$ cat src/rtl/iterative_divider_pkg.sv
// Shared types for the iterative divider: FSM state encoding and counter sizing.
package iterative_divider_pkg;

    typedef enum logic [1:0] {
        IDLE = 2'd0,
        CALC = 2'd1,
        DONE = 2'd2
    } state_t;

    // Step counter width: $clog2(width) holds width-1 (width >= 2).
    function automatic int cnt_width(input int width);
        return $clog2(width);
    endfunction

endpackage

$ cat src/rtl/iterative_divider_addsub.sv
// Combinational add/subtract unit; of_uf is carry-out on add, borrow on subtract.
module iterative_divider_addsub #(
    parameter int WIDTH = 9
) (
    input  logic [WIDTH-1:0] i_a,
    input  logic [WIDTH-1:0] i_b,
    input  logic             i_op,     // 1 = add, 0 = subtract
    output logic [WIDTH-1:0] o_result,
    output logic             o_of_uf
);

    logic [WIDTH:0] w_sum;

    always_comb begin
        if (i_op) w_sum = {1'b0, i_a} + {1'b0, i_b};
        else      w_sum = {1'b0, i_a} - {1'b0, i_b};
    end

    assign o_result = w_sum[WIDTH-1:0];
    assign o_of_uf  = w_sum[WIDTH];

endmodule

$ cat src/rtl/iterative_divider.sv
// Unsigned restoring divider, one quotient bit per clock, valid/ready on both sides.
module iterative_divider
    import iterative_divider_pkg::*;
#(
    parameter int DATA_WIDTH = 8
) (
    input  logic                  clk,
    input  logic                  rst_n,
    input  logic                  in_valid,
    output logic                  in_ready,
    input  logic [DATA_WIDTH-1:0] operand_a,
    input  logic [DATA_WIDTH-1:0] operand_b,
    output logic                  out_valid,
    input  logic                  out_ready,
    output logic [DATA_WIDTH-1:0] quotient,
    output logic [DATA_WIDTH-1:0] remainder,
    output logic                  div_by_zero
);

    localparam int W     = DATA_WIDTH;
    localparam int CNT_W = cnt_width(DATA_WIDTH);
    localparam logic [CNT_W-1:0] CNT_INIT = CNT_W'(DATA_WIDTH - 1);

    state_t           r_state;
    logic [W-1:0]     r_quo;
    logic [W-1:0]     r_rem;
    logic [W-1:0]     r_div;
    logic [CNT_W-1:0] r_cnt;
    logic             r_dbz;
    logic             r_in_ready;
    logic             r_out_valid;

    logic [W:0]       w_trial;
    logic             w_borrow;

    iterative_divider_addsub #(
        .WIDTH (W + 1)
    ) u_sub (
        .i_a      ({r_rem, r_quo[W-1]}),
        .i_b      ({1'b0, r_div}),
        .i_op     (1'b0),
        .o_result (w_trial),
        .o_of_uf  (w_borrow)
    );

    always_ff @(posedge clk or negedge rst_n) begin
        if (!rst_n) begin
            r_state     <= IDLE;
            r_quo       <= '0;
            r_rem       <= '0;
            r_div       <= '0;
            r_cnt       <= '0;
            r_dbz       <= 1'b0;
            r_in_ready  <= 1'b1;
            r_out_valid <= 1'b0;
        end else begin
            case (r_state)
                IDLE: begin
                    if (in_valid) begin
                        r_quo      <= operand_a;
                        r_div      <= operand_b;
                        r_rem      <= '0;
                        r_dbz      <= (operand_b == '0);
                        r_cnt      <= (operand_b == '0) ? '0 : CNT_INIT;
                        r_in_ready <= 1'b0;
                        r_state    <= CALC;
                    end
                end
                CALC: begin
                    // A zero divisor spends one cycle here to load the fixed result.
                    if (r_dbz) begin
                        r_quo <= '1;
                        r_rem <= r_quo;
                    end else begin
                        r_rem <= w_borrow ? {r_rem[W-2:0], r_quo[W-1]} : w_trial[W-1:0];
                        r_quo <= {r_quo[W-2:0], ~w_borrow};
                    end
                    if (r_cnt == '0) begin
                        r_out_valid <= 1'b1;
                        r_state     <= DONE;
                    end else begin
                        r_cnt <= r_cnt - 1'b1;
                    end
                end
                DONE: begin
                    if (out_ready) begin
                        r_out_valid <= 1'b0;
                        r_in_ready  <= 1'b1;
                        r_state     <= IDLE;
                    end
                end
                default: begin
                    r_out_valid <= 1'b0;
                    r_in_ready  <= 1'b1;
                    r_state     <= IDLE;
                end
            endcase
        end
    end

    assign in_ready    = r_in_ready;
    assign out_valid   = r_out_valid;
    assign quotient    = r_quo;
    assign remainder   = r_rem;
    assign div_by_zero = r_dbz;

endmodule

$ cat config.mk
export PLATFORM = sky130hd
export DESIGN_NAME = iterative_divider
export DESIGN_NICKNAME = d
export VERILOG_FILES = /design/src/rtl/iterative_divider_pkg.sv /design/src/rtl/iterative_divider_addsub.sv /design/src/rtl/iterative_divider.sv
export SDC_FILE = /design/constraint.sdc
export NUM_CORES = 1
export LEC_CHECK = 0
export ABC_AREA = 1
export BUFFER_PORTS_ARGS = -buffer_cell sky130_fd_sc_hd__clkbuf_2
export CAP_MARGIN = 0
export CORE_UTILIZATION = 45
export DETAILED_ROUTE_END_ITERATION = 10
export PLACE_DENSITY = 0.74
export SLEW_MARGIN = 20
export SYNTH_ARGS = -nofsm -noshare
export SYNTH_HDL_FRONTEND = slang
export SYNTH_SLANG_ARGS = --single-unit
$ cat constraint.sdc
create_clock -name clk -period 2.17 [get_ports clk]
set_clock_uncertainty 0.05 [all_clocks]
set_input_delay 0.217 -clock clk [delete_from_list [all_inputs] [get_ports clk]]
set_output_delay 0.217 -clock clk [all_outputs]
set_load 0.01 [all_outputs]
==> results of run 1 <==
worst max-delay path, cell delays in order, from the launching register on:
cell	delay, ns
dfrtp_1	0.41
ha_1	0.37
nand2_1	0.08
nand2_1	0.10
a21oi_4	0.27
nand3_4	0.21
or2_0	0.24
nand3_1	0.08
nand2_1	0.05
per-stage QoR:
| stage | cells | setup slack, ns |
|---|---|---|
| 4_1_cts | 350 | 0.119 |
| 2_1_floorplan | 258 | 0.370 |
| 6_report | 350 | 0.205 |
| 3_5_place_dp | 341 | 0.128 |
| 5_1_grt | 350 | 0.0827 |
| 3_3_place_gp | 341 | 0.139 |
layer usage:
| layer | part of all wire | global-route usage |
|---|---|---|
| met1 | 0.49 | 0.303 |
| met2 | 0.46 | 0.330 |
| met3 | 0.041 | 0.0378 |
| met4 | 0.012 | 0.0714 |
| met5 | 0 | 0 |
power groups by stage:
| stage | sequential [µW] | combinational, µW | clock, µW |
|---|---|---|---|
| finish | 1140 | 2820 | 467 |
| global route | 1180 | 3190 | 506 |
| CTS | 1130 | 2800 | 480 |
| detailed placement | 1140 | 2790 | 0 |
| global placement | 1140 | 2740 | 0 |
| floorplan | 1160 | 2110 | 0 |
worst paths after layout:
kind                         startpoint            to  slack (ns)  cells past startpoint
setup reg to reg           remainder[5]  remainder[5]        0.21                      8
hold reg to reg                in_ready      in_ready        0.47                      2
max in group asynchronous         rst_n  remainder[1]        1.09                      2
hold / removal             operand_b[5]      r_div[5]        0.11                      3
setup / recovery           remainder[5]  remainder[5]        0.21                      8
min in group asynchronous         rst_n      r_div[5]        0.49                      2
cell usage after synthesis:
cell type	number	area (µm²)
o221ai_1	8	70.1
nor2_2	2	12.5
o21ai_0	22	110
or2_0	1	6.26
o21ai_2	1	8.76
nand3_2	5	50.1
dfstp_2	1	26.3
nor4_1	1	6.26
nand2_1	61	229
clkbuf_1	1	3.75
inv_1	38	143
nand2_2	4	25.0
fa_1	1	20.0
buf_6	1	11.3
nand3_1	13	65.1
xor2_1	1	8.76
o32ai_1	1	8.76
inv_2	1	3.75
a21oi_4	1	16.3
a32oi_1	1	8.76
o21bai_1	1	7.51
nor2_1	22	82.6
or2_4	1	8.76
buf_2	5	25.0
nor3_1	1	5.00
xnor2_1	1	8.76
a21oi_1	8	40.0
ha_1	10	125
nand4_1	6	37.5
nand3b_1	2	15.0
clkbuf_8	1	13.8
or2_2	2	12.5
o21ai_1	1	5.00
a21o_1	1	7.51
dfrtp_1	31	776
layout make-up:
class,instances,area (µm²),area share
Timing Repair Buffer,42,223,0.0953
Multi-Input combinational cell,179,1010,0.432
Clock buffer,7,86.3,0.0370
Sequential cell,32,802,0.343
Tap cell,50,62.6,0.0268
Inverter,39,146,0.0627
Clock inverter,1,7.51,0.00321
sequential cells by signal, indices dropped and copies added, names as in the netlist:
name and cells:
out_valid 1, div_by_zero 1, r_div 8, r_state 2
quotient 8, in_ready 1, remainder 8, r_cnt 3
timing repair:
| item | 4_1_cts | 5_1_grt |
|---|---|---|
| hold endpoints to repair | 31 | 0 |
| setup endpoints to repair | 0 | 1 |
| hold buffers | 1 | 0 |
| gates resized for setup | 0 | 1 |
| buffers inserted | 0 | 0 |
kinds of logic after synthesis:
family,synth area share
xor+xnor,0.00875
simple gates,0.277
fa+ha+maj,0.0725
flops,0.400
compound gates,0.141
buf+inv,0.0999
==> impl_metrics.ini, run 1 <==
[outcome]
status = complete, no violations

[layout]
nets = 330
final_common_cell = nand2_1
fillCellCount = 406
area_delta_synth_final_pct = 16.6
fin_area_um2 = 2340
antenna_cells = 0
final_cell_mix = nand2_1, inv_1, clkbuf_2, dfrtp_1
drive_gt1_frac = 0.220
final_util = 0.564

[power_and_ir_drop]
p_sw_frac = 0.492
power_uw = 4420
leakagePower_uw = 0.00125
p_per_area_nw_per_um2 = 1890
p_seq_frac = 0.257
internal_power_uw = 2240
pwr-share-comb = 0.638
power.switching_uw = 2180
vdd_drop_max_v = 0.000906
pwr-share-clk = 0.106

[timing]
setup_violations = 0
setup_tns_ns = 0
whs_ns = 0.106
min_period_ns = 1.96
slew_headroom = 0.490
rsz0062_at_grt = false
drv_slew = 0
hold_violations = 0
worst_pin_slew_ns = 0.765
fmax_mhz = 509
finalCritPeriodShare = 0.905

[synth]
synth_cells = 258
ys_warn_count = 0
syn_area_per_cell_um2 = 7.76
synth-seq-cells = 32
ys_types = 35
syn_area_um2 = 2000
ys_seq_area_frac = 0.400
synth_fp_nets = 289

[clocking]
cts_tree = done
cts_root_buffer = clkbuf_8
cts.clk_slew.worst_paths_ns = 0.07
cts.sinks = 32
cts_max_level = 2
clk_latency_ns = 0.28
cts_buffers = 5
cts_buffer_depth = 2

[routing]
routed_wl_mm = 4.54
num_vias = 1810
dr.pass1.iters = 4
avgViaCountPerCell = 5.17
drc_errors = 0
drtAntennaViolNets = 0
first_iter_violations = 101
detail_route.wl_per_cell_um = 13.0

[die]
rows = 23
initial_core_util = 0.483
die_width_um = 68.7
die_h_um = 68.7
die_area_um2 = 4720
boundaryPins = 39
fp.coreArea_um2 = 4140

[critical_path]
required_ns = 2.29
critPathArrivalTime_ns = 2.08
endpoint_kind = flip-flop
setup.worst_path.start_class = flip-flop
timing_worst_setup_path_type = reg -> reg
worst-path-max-fanout = 11

[grt]
grt.overflow.total = 0
grt_max_degree = 33
grt.total_usage = 0.214
grt_pass1_vias = 1595
grt_antenna_before_repair = 0
grt_pass1_wl_mm = 7.23

[placed_design]
hpwlAfterDp_mm = 3.45
placed_area_um2 = 2220
gp_congestion = 0.856
portBuffers = 38

[worst_hold_path]
hold_path.class = in -> reg

[job]
max_cap_viol_count = 0
Note: power is estimated with default switching activity, not from simulation.
==> run 2: changes to the inputs <==
--- a/config.mk
+++ b/config.mk
@@ -8,9 +8,10 @@
 export ABC_AREA = 1
 export BUFFER_PORTS_ARGS = -buffer_cell sky130_fd_sc_hd__clkbuf_2
 export CAP_MARGIN = 0
+export CORE_ASPECT_RATIO = 2
 export CORE_UTILIZATION = 45
 export DETAILED_ROUTE_END_ITERATION = 10
-export PLACE_DENSITY = 0.74
+export PLACE_DENSITY_LB_ADDON = 0.3
 export SLEW_MARGIN = 20
 export SYNTH_ARGS = -nofsm -noshare
 export SYNTH_HDL_FRONTEND = slang
==> run 2 against run 1 <==
Against the previous run:
- utilization is 1.9 points lower
- largest power group unchanged
- sequential share of layout area is 0.055 points lower
- clock-buffer cell count is 1 higher
- critical path depth is 2 higher
- routed wire length is 7.6% higher
==> impl_metrics.ini, run 2 (synthesis results as in run 1) <==
[timing]
hold_violations = 0
rsz0062_at_grt = false
min_period_ns = 2.02
drv_slew = 0
fmax_mhz = 496
slew_headroom = 0.473
setup_tns_ns = 0
worst_pin_slew_ns = 0.791
finalCritPeriodShare = 0.929
setup_violations = 0

[critical_path]
critical_path.max_stage_delay_ns = 0.40
rr_startpoint = quotient[7]
cpMostUsedCell = nand3_1
worst-path-max-fanout = 3
crit_path_start = quotient[7]
endpoint_kind = flip-flop
timing_worst_setup_path_type = reg -> reg
reg2reg_slack_ns = 0.15
setup.worst_path.start_class = flip-flop
critPathArrivalTime_ns = 2.13
crit_chain = inv_1, ha_1, fa_1, nand3b_1, nand2_1, nand3_1, nand3_1, nand3_1, nand3_1, nand2_1
crit_slowest_cell = dfrtp_1
required_ns = 2.29

[clocking]
cts_tree = done
cts_buffer_depth = 2
post_cts_buffers = 0
cts_max_level = 2
cts.sinks = 32
clk_latency_ns = 0.28
cts_root_buffer = clkbuf_8
cts_buffers = 5
cts.clk_slew.worst_paths_ns = 0.07

[placed_design]
hpwlAfterDp_mm = 3.84
placed_area_um2 = 2230
gp_congestion = 0.844
portBuffers = 38

[power_and_ir_drop]
leakagePower_uw = 0.00125
p_per_area_nw_per_um2 = 1900
vdd_drop_max_v = 0.00115
power_uw = 4440

[layout]
register_area_um2 = 802
fillCellCount = 438
final_common_cell = nand2_1
area_delta_synth_final_pct = 16.8
nets = 330
multi_input_area_um2 = 1010
final_cell_mix = nand2_1, inv_1, clkbuf_2, dfrtp_1, o21ai_0
fin_area_um2 = 2340
drive_gt1_frac = 0.220
antenna_cells = 0

[die]
fp.coreArea_um2 = 4300
die_width_um = 49.2
initial_core_util = 0.466
rows = 34
die_area_um2 = 4740
die_h_um = 96.4
boundaryPins = 39

[routing]
drc_errors = 0
dr.pass1.iters = 5
num_vias = 1866
drtAntennaViolNets = 0
detail_route.wl_per_cell_um = 13.8
first_iter_violations = 31
routed_wl_mm = 4.88
avgViaCountPerCell = 5.27

[worst_hold_path]
hold_start = operand_b[2]
hold_path.class = in -> reg

[grt]
grt_max_degree = 33
grt_pass1_wl_mm = 8.20
grt_pass1_vias = 1766
grt.overflow.total = 0
grt.total_usage = 0.230
grt_antenna_before_repair = 0

[outcome]
status = complete, no violations

[job]
max_cap_viol_count = 0
-- run 2: cell types whose count changed in the layout (fill, tap and decap cells not counted), sizes merged --
| cell | previous run | this run |
|---|---|---|
| clkinvlp | 1 | 0 |
| clkbuf | 45 | 46 |
-- run 2: final cells by class --
class,count,share of cell area
flip-flops and latches,32,0.343
clock buffers,8,0.0385
inverters,39,0.0626
multi-input cells,179,0.432
well taps,54,0.0289
repair buffers,42,0.0952
-- run 2: worst paths after layout --
kind                                 to  cells past startpoint
max reg2reg                remainder[6]                     10
max                        remainder[6]                     10
min reg2reg                    in_ready                      2
min                            r_div[2]                      3
min in group asynchronous      r_div[3]                      2
max in group asynchronous   quotient[3]                      2
-- run 2: timing repair --
item,in CTS,in global routing
endpoints found under the setup margin,0,12
gates resized for setup,0,2
endpoints found under the hold margin,31,0
hold buffers,1,0
-- run 2: layer usage --
layer,vias up,GRT usage,share of wire
met4,0,0.152,0.047
met1,867,0.259,0.38
met5,-,0,0
li1,937,-,-
met2,48,0.400,0.54
met3,14,0.0300,0.031
-- run 2: critical path: cells and delay by family (launching register included) --
kind / cells / cell delay [ns]
adders and majority gates: 2 / 0.65
buffers and inverters: 1 / 0.10
DFF: 1 / 0.40
and+or+nand+nor: 7 / 0.70
-- run 2: where the power goes --
group | total, µW | internal [µW] | leakage (µW) | switching [µW]
combinational | 2810 | 1070 | 0.000814 | 1750
clock | 475 | 259 | 0.0000455 | 216
sequential | 1150 | 910 | 0.000389 | 241
total | 4440 | 2240 | 0.00125 | 2210
-- run 2: metrics by stage --
step,worst slack (ns),hold slack (ns),cells,util
detailed placement,0.0917,0.289,345,0.519
floorplan,0.370,-0.129,258,-
global placement,0.103,0.290,345,0.519
finish,0.154,0.118,354,0.545
CTS,0.0791,0.113,354,0.542
global route,0.0282,0.132,354,0.545
